<file path="config.mk">
export PLATFORM = sky130hd
export DESIGN_NAME = regfile_mp_flat
export DESIGN_NICKNAME = d
export VERILOG_FILES = /design/src/rtl/regfile_pkg.sv /design/src/rtl/regfile_if.sv /design/src/rtl/regfile_read_port.sv /design/src/rtl/regfile_mp.sv /design/src/flat_wrapper.sv
export SDC_FILE = /design/constraint.sdc
export NUM_CORES = 1
export LEC_CHECK = 0
export BUFFER_PORTS_ARGS = -buffer_cell sky130_fd_sc_hd__buf_4
export CELL_PAD_IN_SITES_DETAIL_PLACEMENT = 1
export CELL_PAD_IN_SITES_GLOBAL_PLACEMENT = 2
export CORE_ASPECT_RATIO = 0.6
export CORE_MARGIN = 2
export CORE_UTILIZATION = 39
export CTS_BUF_LIST = sky130_fd_sc_hd__clkbuf_2 sky130_fd_sc_hd__clkbuf_4 sky130_fd_sc_hd__clkbuf_8
export CTS_CLUSTER_SIZE = 14
export DETAILED_ROUTE_END_ITERATION = 10
export PLACE_DENSITY = 0.7
export SYNTH_ARGS = -nofsm -noshare
export SYNTH_HDL_FRONTEND = slang
export SYNTH_HIERARCHICAL = 1
export SYNTH_SLANG_ARGS = --single-unit
</file>
<file path="constraint.sdc">
create_clock -name clk -period 4.08 [get_ports clk]
set_input_delay 0.816 -clock clk [delete_from_list [all_inputs] [get_ports clk]]
set_output_delay 0.816 -clock clk [all_outputs]
set_load 0.03 [all_outputs]
</file>
<file path="src/rtl/regfile_pkg.sv">
// Shared definitions for the regfile_mp register file: FSM state encoding,
// default geometry and the even-parity helper used when REGFILE_PARITY_EN
// is defined.
package regfile_pkg;

  // Sweep FSM: INIT clears the array after reset, RUN serves user traffic.
  typedef enum logic {
    INIT = 1'b0,
    RUN  = 1'b1
  } state_e;

  localparam int DEF_W_DATA = 32;
  localparam int DEF_W_ADDR = 5;

  // Widest data word the parity helper accepts; narrower words are
  // zero-extended, which leaves the XOR reduction unchanged.
  localparam int MAX_W_DATA = 64;

  // Even parity: the returned bit makes the total count of ones even.
  function automatic logic even_parity(input logic [MAX_W_DATA-1:0] d);
    return ^d;
  endfunction

endpackage

</file>
<file path="src/rtl/regfile_if.sv">
// Bus bundle for regfile_mp: N_RD read ports, one write port, the Ready
// flag and (with REGFILE_PARITY_EN) per-port parity error flags.
// Signal suffixes are from the register file's (slave's) point of view.
interface regfile_if
  import regfile_pkg::*;
#(
  parameter int W_DATA = DEF_W_DATA,
  parameter int W_ADDR = DEF_W_ADDR,
  parameter int N_RD   = 2
);

  logic                     ready_o;
  logic [N_RD-1:0]          en_r_i;
  logic [N_RD*W_ADDR-1:0]   addr_r_i;
  logic [N_RD*W_DATA-1:0]   data_r_o;
  logic                     en_w_i;
  logic [W_ADDR-1:0]        addr_w_i;
  logic [W_DATA-1:0]        data_w_i;
`ifdef REGFILE_PARITY_EN
  logic [N_RD-1:0]          parity_err_o;
`endif

  modport master (
    input  ready_o, data_r_o,
`ifdef REGFILE_PARITY_EN
    input  parity_err_o,
`endif
    output en_r_i, addr_r_i, en_w_i, addr_w_i, data_w_i
  );

  modport slave (
    output ready_o, data_r_o,
`ifdef REGFILE_PARITY_EN
    output parity_err_o,
`endif
    input  en_r_i, addr_r_i, en_w_i, addr_w_i, data_w_i
  );

endinterface

</file>
<file path="src/rtl/regfile_read_port.sv">
// One registered read port of regfile_mp. Selects between the zero
// register, write-through bypass and the array value, and registers the
// result. With REGFILE_PARITY_EN the stored parity is checked on array
// reads and the error flag is registered alongside the data.
module regfile_read_port
  import regfile_pkg::*;
#(
  parameter int W_DATA = DEF_W_DATA,
  parameter int W_ADDR = DEF_W_ADDR,
  parameter int ZR_IDX = 2**W_ADDR - 1
) (
  input  logic              clk,
  input  logic              rst,
  input  logic              init_i,
  input  logic              en_r_i,
  input  logic [W_ADDR-1:0] addr_r_i,
  input  logic [W_DATA-1:0] row_data_i,
`ifdef REGFILE_PARITY_EN
  input  logic              row_par_i,
  output logic              parity_err_o,
`endif
  input  logic              en_w_i,
  input  logic [W_ADDR-1:0] addr_w_i,
  input  logic [W_DATA-1:0] data_w_i,
  output logic [W_DATA-1:0] data_r_o
);

  localparam logic [W_ADDR-1:0] ZR_ADDR = W_ADDR'(ZR_IDX);

  logic [W_DATA-1:0] data_d, data_q;
`ifdef REGFILE_PARITY_EN
  logic              perr_d, perr_q;
`endif

  // Next read value: hold unless enabled; INIT and zero register give 0,
  // then bypass, then the array.
  always_comb begin
    // NOTE: every always_comb output gets a default first so no path can
    // leave it unassigned and infer a latch.
    data_d = data_q;
`ifdef REGFILE_PARITY_EN
    perr_d = perr_q;
`endif
    if (en_r_i) begin
      if (init_i || addr_r_i == ZR_ADDR) begin
        data_d = '0;
`ifdef REGFILE_PARITY_EN
        perr_d = 1'b0;
`endif
      end else if (en_w_i && addr_w_i == addr_r_i) begin
        data_d = data_w_i;
`ifdef REGFILE_PARITY_EN
        perr_d = 1'b0;
`endif
      end else begin
        data_d = row_data_i;
`ifdef REGFILE_PARITY_EN
        perr_d = row_par_i != even_parity(MAX_W_DATA'(row_data_i));
`endif
      end
    end
  end

  // Output register: one cycle of read latency, cleared by reset.
  always_ff @(posedge clk or posedge rst) begin
    // NOTE: sequential state uses non-blocking assignments so every
    // register samples pre-edge values regardless of evaluation order.
    if (rst) begin
      data_q <= '0;
`ifdef REGFILE_PARITY_EN
      perr_q <= 1'b0;
`endif
    end else begin
      data_q <= data_d;
`ifdef REGFILE_PARITY_EN
      perr_q <= perr_d;
`endif
    end
  end

  assign data_r_o = data_q;
`ifdef REGFILE_PARITY_EN
  assign parity_err_o = perr_q;
`endif

endmodule

</file>
<file path="src/rtl/regfile_mp.sv">
// regfile_mp: multi-read-port register file for the Kabeta decode stage.
// One write port, N_RD registered read ports, a hard-wired zero register
// at ZR_IDX and write-through bypass. After reset an INIT sweep clears
// every entry before Ready rises. Define REGFILE_PARITY_EN to store an
// even-parity bit per entry and report per-port parity errors.
module regfile_mp
  import regfile_pkg::*;
#(
  parameter int W_DATA = DEF_W_DATA,
  parameter int W_ADDR = DEF_W_ADDR,
  parameter int N_RD   = 2,
  parameter int ZR_IDX = 2**W_ADDR - 1
) (
  input logic      clk,
  input logic      rst,
  regfile_if.slave bus
);

  localparam int N_ENT = 2**W_ADDR;
`ifdef REGFILE_PARITY_EN
  localparam int W_ARR = W_DATA + 1;
`else
  localparam int W_ARR = W_DATA;
`endif
  localparam logic [W_ADDR-1:0] ZR_ADDR   = W_ADDR'(ZR_IDX);
  localparam logic [W_ADDR-1:0] LAST_ADDR = W_ADDR'(N_ENT - 1);

  state_e            state_q;
  logic [W_ADDR-1:0] init_ptr_q;
  logic              ready_q;

  logic [W_ARR-1:0]  arr_q [N_ENT];

  logic              wr_en;
  logic [W_ADDR-1:0] wr_addr;
  logic [W_DATA-1:0] wr_data;

  logic [W_DATA-1:0] rd_data [N_RD];

  // Init sweep FSM: walk every index once after reset, then enter RUN.
  always_ff @(posedge clk or posedge rst) begin
    if (rst) begin
      state_q    <= INIT;
      init_ptr_q <= '0;
      ready_q    <= 1'b0;
    end else if (state_q == INIT) begin
      init_ptr_q <= init_ptr_q + W_ADDR'(1);
      if (init_ptr_q == LAST_ADDR) begin
        state_q <= RUN;
        ready_q <= 1'b1;
      end
    end
  end

  // Write source: the sweep clears entries in INIT, user writes in RUN;
  // the zero register is never written.
  always_comb begin
    wr_en   = 1'b0;
    wr_addr = init_ptr_q;
    wr_data = '0;
    if (state_q == INIT) begin
      wr_en = (init_ptr_q != ZR_ADDR);
    end else if (bus.en_w_i && bus.addr_w_i != ZR_ADDR) begin
      wr_en   = 1'b1;
      wr_addr = bus.addr_w_i;
      wr_data = bus.data_w_i;
    end
  end

  // Array write port.
  always_ff @(posedge clk) begin
    // NOTE: the storage array has no reset; the INIT sweep clears it, which
    // keeps it mappable to plain RAM/flop arrays without a reset tree.
    if (wr_en) begin
`ifdef REGFILE_PARITY_EN
      arr_q[wr_addr] <= {even_parity(MAX_W_DATA'(wr_data)), wr_data};
`else
      arr_q[wr_addr] <= wr_data;
`endif
    end
  end

  for (genvar p = 0; p < N_RD; p++) begin : g_rd
    logic [W_ADDR-1:0] addr;
    logic [W_ARR-1:0]  row;

    assign addr = bus.addr_r_i[p*W_ADDR +: W_ADDR];
    assign row  = arr_q[addr];

    regfile_read_port #(
      .W_DATA (W_DATA),
      .W_ADDR (W_ADDR),
      .ZR_IDX (ZR_IDX)
    ) u_port (
      .clk          (clk),
      .rst          (rst),
      .init_i       (state_q == INIT),
      .en_r_i       (bus.en_r_i[p]),
      .addr_r_i     (addr),
      .row_data_i   (row[W_DATA-1:0]),
`ifdef REGFILE_PARITY_EN
      .row_par_i    (row[W_DATA]),
      .parity_err_o (bus.parity_err_o[p]),
`endif
      .en_w_i       (bus.en_w_i),
      .addr_w_i     (bus.addr_w_i),
      .data_w_i     (bus.data_w_i),
      .data_r_o     (rd_data[p])
    );
  end

  // Pack per-port read data onto the bus.
  always_comb begin
    bus.data_r_o = '0;
    for (int p = 0; p < N_RD; p++) begin
      bus.data_r_o[p*W_DATA +: W_DATA] = rd_data[p];
    end
  end

  assign bus.ready_o = ready_q;

endmodule

</file>
<file path="src/flat_wrapper.sv">
// flat-port wrapper written by rule: the top's interface ports become plain ports
module regfile_mp_flat import regfile_pkg::*;
#(
  parameter int W_DATA = DEF_W_DATA,
  parameter int W_ADDR = DEF_W_ADDR,
  parameter int N_RD   = 2,
  parameter int ZR_IDX = 2**W_ADDR - 1
)
  (clk, rst, bus_ready_o, bus_data_r_o, bus_en_r_i, bus_addr_r_i, bus_en_w_i, bus_addr_w_i, bus_data_w_i);
  regfile_if #(.W_DATA(W_DATA), .W_ADDR(W_ADDR), .N_RD(N_RD)) bus_i ();
  input logic clk;
  input logic rst;
  output wire logic [$bits(bus_i.ready_o)-1:0] bus_ready_o;
  output wire logic [$bits(bus_i.data_r_o)-1:0] bus_data_r_o;
  input wire logic [$bits(bus_i.en_r_i)-1:0] bus_en_r_i;
  input wire logic [$bits(bus_i.addr_r_i)-1:0] bus_addr_r_i;
  input wire logic [$bits(bus_i.en_w_i)-1:0] bus_en_w_i;
  input wire logic [$bits(bus_i.addr_w_i)-1:0] bus_addr_w_i;
  input wire logic [$bits(bus_i.data_w_i)-1:0] bus_data_w_i;
  assign bus_ready_o = bus_i.ready_o;
  assign bus_data_r_o = bus_i.data_r_o;
  assign bus_i.en_r_i = bus_en_r_i;
  assign bus_i.addr_r_i = bus_addr_r_i;
  assign bus_i.en_w_i = bus_en_w_i;
  assign bus_i.addr_w_i = bus_addr_w_i;
  assign bus_i.data_w_i = bus_data_w_i;
  regfile_mp #(.W_DATA(W_DATA), .W_ADDR(W_ADDR), .N_RD(N_RD), .ZR_IDX(ZR_IDX)) u_core (.clk(clk), .rst(rst), .bus(bus_i));
endmodule
</file>
* Word level (Yosys, flattened, before mapping)
Memories as Yosys holds them, arrays and structs flattened. Index checks and enable logic that the tools add are counted.
Word-level totals: bits in latches 0, output and inout port bits 65, register bits 71, memory bits (writable) 1024, bits of input ports 52, memories 1, ROM bits 0
Cells by class: shift operators 0, add/sub/neg operators 1, equal/unequal tests 7, mux-type cells 14, div/mod/pow operators 0, reductions and logical operators 6, bitwise gates (word level) 1, multiply operators 0, magnitude comparators 0
Memories:
- u_core.arr_q | depth 32, bits a word 32, read ports 2, clocked after memory_dff 0, write ports 1, line regfile_mp.sv:32 | logic [W_ARR-1:0] arr_q [N_ENT];
Operators with widths (number):
- 2-to-1 mux 32 bit | 6
- == test 5 bit (second input constant) | 3
- == test 5 bit | 2
- 2-to-1 mux 5 bit | 2
- != test 5 bit (second input constant) | 2
- 2-to-1 mux 1 bit | 6
- adder 5 x 1 -> 5 bit (second input constant) | 1
- logical AND 1 bit | 3
- logical OR 1 bit | 2
- AND reduction 2 bit | 1
- inverter 1 bit | 1

* Logic depth before layout (Yosys ltp)
depth in word-level cells 6, depth in mapped cells 10

* Hierarchy
Netlist, hierarchy kept.
By module, submodules not included:
- regfile_mp | cells each 3484, seq. area each 30924.7 µm², instances 1, area an instance 49498.7 µm²
- regfile_read_port | cells each 193, seq. area each 800.8 µm², instances 2, area an instance 1981.9 µm²

* Worst setup path before layout
No wires, ideal clock.
path type input -> register, start in bus_addr_w_i[2], end mem u_core/arr_q[4][0] (netlist bit), enable pin, slack 0.624 ns, cell stages on the path 6, arrival 3.035 ns, path through clkbuf_1 > nand4_1 > a21oi_1 > a31o_2 > nand2_1 > nor2_1
On the way: cells in the longest elaborated chain, start to end 6, elaborated cells between the ends (all ways) 8, classes of those cells eq/ne (1); mux (6); reduce/logical (1)
Ends and longest elaborated chain:
- from (decl) | line flat_wrapper.sv:18 | input wire logic [$bits(bus_i.addr_w_i)-1:0] bus_addr_w_i;
- != test 5 bit | line regfile_mp.sv:63 | end else if (bus.en_w_i && bus.addr_w_i != ZR_ADDR) begin
- logical AND 1 bit | line regfile_mp.sv:63
- 2-to-1 mux 1 bit | line regfile_mp.sv:63
- 2-to-1 mux 1 bit | line regfile_mp.sv:61 | if (state_q == INIT) begin
- 2-to-1 mux 1 bit | line regfile_mp.sv:74 | if (wr_en) begin
- 2-to-1 mux 1 bit (implied by the code) | line regfile_mp.sv:78 | arr_q[wr_addr] <= wr_data;
- to (decl) | line regfile_mp.sv:32
Parallel ways exist; a longest one is shown, timed or not.

* Worst setup path in the final report
start reg u_core.init_ptr_q[0], end mem u_core/arr_q[22][31] (netlist bit), enable pin
On the way: cells in the longest elaborated chain, start to end 4, elaborated cells between the ends (all ways) 6, classes of those cells eq/ne (1); mux (5)
Ends and longest elaborated chain:
- from (decl) | line regfile_mp.sv:29 | logic [W_ADDR-1:0] init_ptr_q;
- from (signal assigned) | line regfile_mp.sv:47 | init_ptr_q <= init_ptr_q + W_ADDR'(1);
- != test 5 bit | line regfile_mp.sv:62 | wr_en = (init_ptr_q != ZR_ADDR);
- 2-to-1 mux 1 bit | line regfile_mp.sv:61
- 2-to-1 mux 1 bit | line regfile_mp.sv:74
- 2-to-1 mux 1 bit (implied by the code) | line regfile_mp.sv:78
Parallel ways exist; a longest one is shown, timed or not.

==> results.toml <==
[power]
p_int_w = 0.0183
ir_worst_vdd_mv = 0.334
pwr-share-comb = 0.117
p_seq_frac = 0.499
leakagePower_nw = 24.0
p_switching_w = 0.00681
power.density_nw_per_um2 = 413
clkPwrFrac = 0.385
switching_share = 0.271

[route]
vias = 36900
post_drt_via_cell_ratio = 6.14
drt-met1-wl_um = 97800
wl_met3_um = 15300
dr.pass1.iters = 6
highest_layer = "met4"
drt_iter0_drc = 4117
post_drt_wl_per_cell_um = 34.6
final_antenna_net_count = 0
met2WireLength_um = 88200
drc = 0
wirelength_um = 208000

[timing]
rsz0062_at_grt = "no"
slew_headroom = 0.149
fmax_mhz = 282
post-route-period-util = 0.868
hold_viol = 0
layout_min_cycle_time_ns = 3.54
skew_ns = 0.0368
drv_slew = 0
tightest_slew_ns = 1.28
setup_tns_ns = 0
timing.final.setup_violations = 0

[finish]
multi_input_comb_area_um2 = 19100
fin_nets = 4111
regArea_um2 = 32500
layout-drive-gt1-share = 0.171
nFillCells = 13800
fin_util = 0.446
area_growth_syn_to_layout_pct = 13.7

[setup_path]
cp_data_required_time_ns = 4.65
r2r_setup_slack_ns = 0.54
startpoint_type = "flop"
reg2reg_from = "u_core/init_ptr_q[0]"
cp-startpoint = "u_core/init_ptr_q[0]"
crit_type = "reg2reg"
r2r-end = "u_core/arr_q[22][31]"
crit_path_end = "u_core/arr_q[22][31]"
rr_worst_depth = 9
crit_fanout = 21
cp.arrival_ns = 4.11
end_kind = "flop"

[synth]
synth_nets = 3924
synthTopCellsByCount = "edfxtp_1, mux2i_1, nand2_1, a21oi_1"
synth-seq-cells = 1095
synth_top_cell_area_share = 0.575
synth_enable_flop_cells = 1024
ys_top_cells_by_area = "edfxtp_1, mux2i_1, dfrtp_1"
synth_simple_gate_area_share = 0.0620
yosysWarnings = 6
syn_inst = 3870
synth-xor-area-share = 0.00213
netlist_area_um2 = 53500
synth_top_family_by_area = "multiplexers"
synthArstFlopShare = 0.0648
synthAdderAreaFrac = 0.000468
yosysSeqAreaShare = 0.608
synth_compound_area_frac = 0.0953
synth_ff_type = "edfxtp_1"
synth_cell_types = 49
synth_mux_area_frac = 0.192
avgSynthCellArea_um2 = 13.8
synth_top_area_cell = "edfxtp_1"

[job]
max-cap-violations = 0

[grt]
grt_remaining_overflow = 0
grt_antenna_before_repair = 2
grt_max_degree = 76
grt_pass1_vias = 37100
gr-usage-all-layers = 0.292
grt_pass1_wl_um = 289000

[placed_design]
place.gp.congestion = 0.823
io_buffers = 116
dpl.hpwl_um = 123000

[die]
rows = 105
io_pins = 117
start_util = 0.392
core_region_area_um2 = 136000
dieArea_um2 = 140000
die_h_um = 291
die_w_um = 482

[clocking]
cts_tree = "done"
clock-sinks = 1095
post_cts_buffers = 0
clk_pin_slew_ns = 0.07
cts-root-buf = "clkbuf_8"
cts_made_buffers = 170
htreeDepth = 4
clkLatencyLatePin_ns = 0.91
clock_path_buffers = 3

[run_status]
status = "finished, final reports clean"

[worst_hold_path]
hp-class = "in2reg"
hp-start = "bus_data_w_i[16]"
## cell type report
type | instances | share of cell area
well taps | 1819 | 0.0374
clock inverters | 65 | 0.00673
inverters | 74 | 0.00457
diodes | 2 | 0.0000823
repair buffers | 316 | 0.0519
flip-flops and latches | 1095 | 0.535
multi-input cells | 2400 | 0.315
clock buffers | 245 | 0.0497
## state kept, by name, indices dropped and copies added (netlist names)
register / flops
u_core/g_rd.u_port/data_r_o: 64
u_core/init_ptr_q: 5
u_core/state_q: 1
u_core/arr_q: 1024
u_core/bus.ready_o: 1
## per-stage QoR
step	instances	hold slack (ns)	instance area [µm²]	setup WS [ns]	power [W]
after detailed placement	5703	0.539	57400	0.610	0.0157
after global placement	5703	0.544	57400	0.632	0.0156
after CTS	6014	0.142	60800	0.589	0.0252
after global routing	6015	0.193	60800	0.398	0.0258
final	6016	0.206	60800	0.538	0.0251
after floorplan	3870	0.509	53500	0.624	0.0144
## power by group through the flow
stage	logic (W)	registers (W)	clock network, W
after global routing	0.00304	0.0125	0.0103
after global placement	0.00287	0.0128	0
after detailed placement	0.00288	0.0128	0
final	0.00293	0.0125	0.00967
after floorplan	0.00151	0.0129	0
after CTS	0.00289	0.0125	0.00980
## worst max-delay path, cell delays in order (launching register included)
cell and delay [ns]:
dfrtp_1 0.44, ha_1 0.24, and3_1 0.19, ha_1 0.20, or2_1 0.25, nor2_1 0.20, a21o_1 0.16, nand2_1 0.11
nor2_4 0.94, buf_4 0.42
## per-layer routing
| metal | global-route usage | vias up |
|---|---|---|
| met5 | 0 | - |
| met4 | 0.0986 | 0 |
| met3 | 0.0453 | 304 |
| met2 | 0.421 | 1586 |
| met1 | 0.444 | 19500 |
| li1 | - | 15500 |
## how the worst min path moves through the flow
stage,end,cells past startpoint
floorplan,u_core/init_ptr_q[2],1
global placement,u_core/init_ptr_q[2],1
detailed placement,u_core/bus.ready_o,1
CTS,u_core/g_rd[1].u_port/data_r_o[16],3
global route,u_core/g_rd[0].u_port/data_r_o[31],3
finish,u_core/g_rd[1].u_port/data_r_o[16],3
## timing repair
item	in CTS	in global routing
gates resized for setup	0	0
endpoints found under the hold margin	11	0
hold buffers	1	0
## cell families after synthesis
group           after synthesis
mux                        1026
compound gates              662
xor+xnor                     13
flops                      1095
simple gates                697
fa+ha+maj                     2
buf+inv                     375
## cells in the final DEF (no fill, tap or decap), types with 3 or more instances in the layout
cell,n
a21oi_1,195
a22o_1,128
a22oi_1,193
a31oi_1,66
and2_1,33
and2_2,4
buf_12,61
buf_4,252
bufinv_16,3
clkbuf_4,56
clkbuf_8,189
clkinv_1,35
clkinv_2,18
clkinvlp_4,3
dfrtp_1,71
edfxtp_1,1024
inv_1,72
inv_6,5
mux2i_1,1024
nand2_1,268
nand2b_1,3
nand2b_2,4
nand3_1,193
nand4_1,67
nor2_1,4
nor2_4,34
nor2b_4,4
nor3_1,66
o221ai_1,4
o221ai_2,60
xnor2_1,5
xor2_1,8
Power figures use the tool's default switching activity.
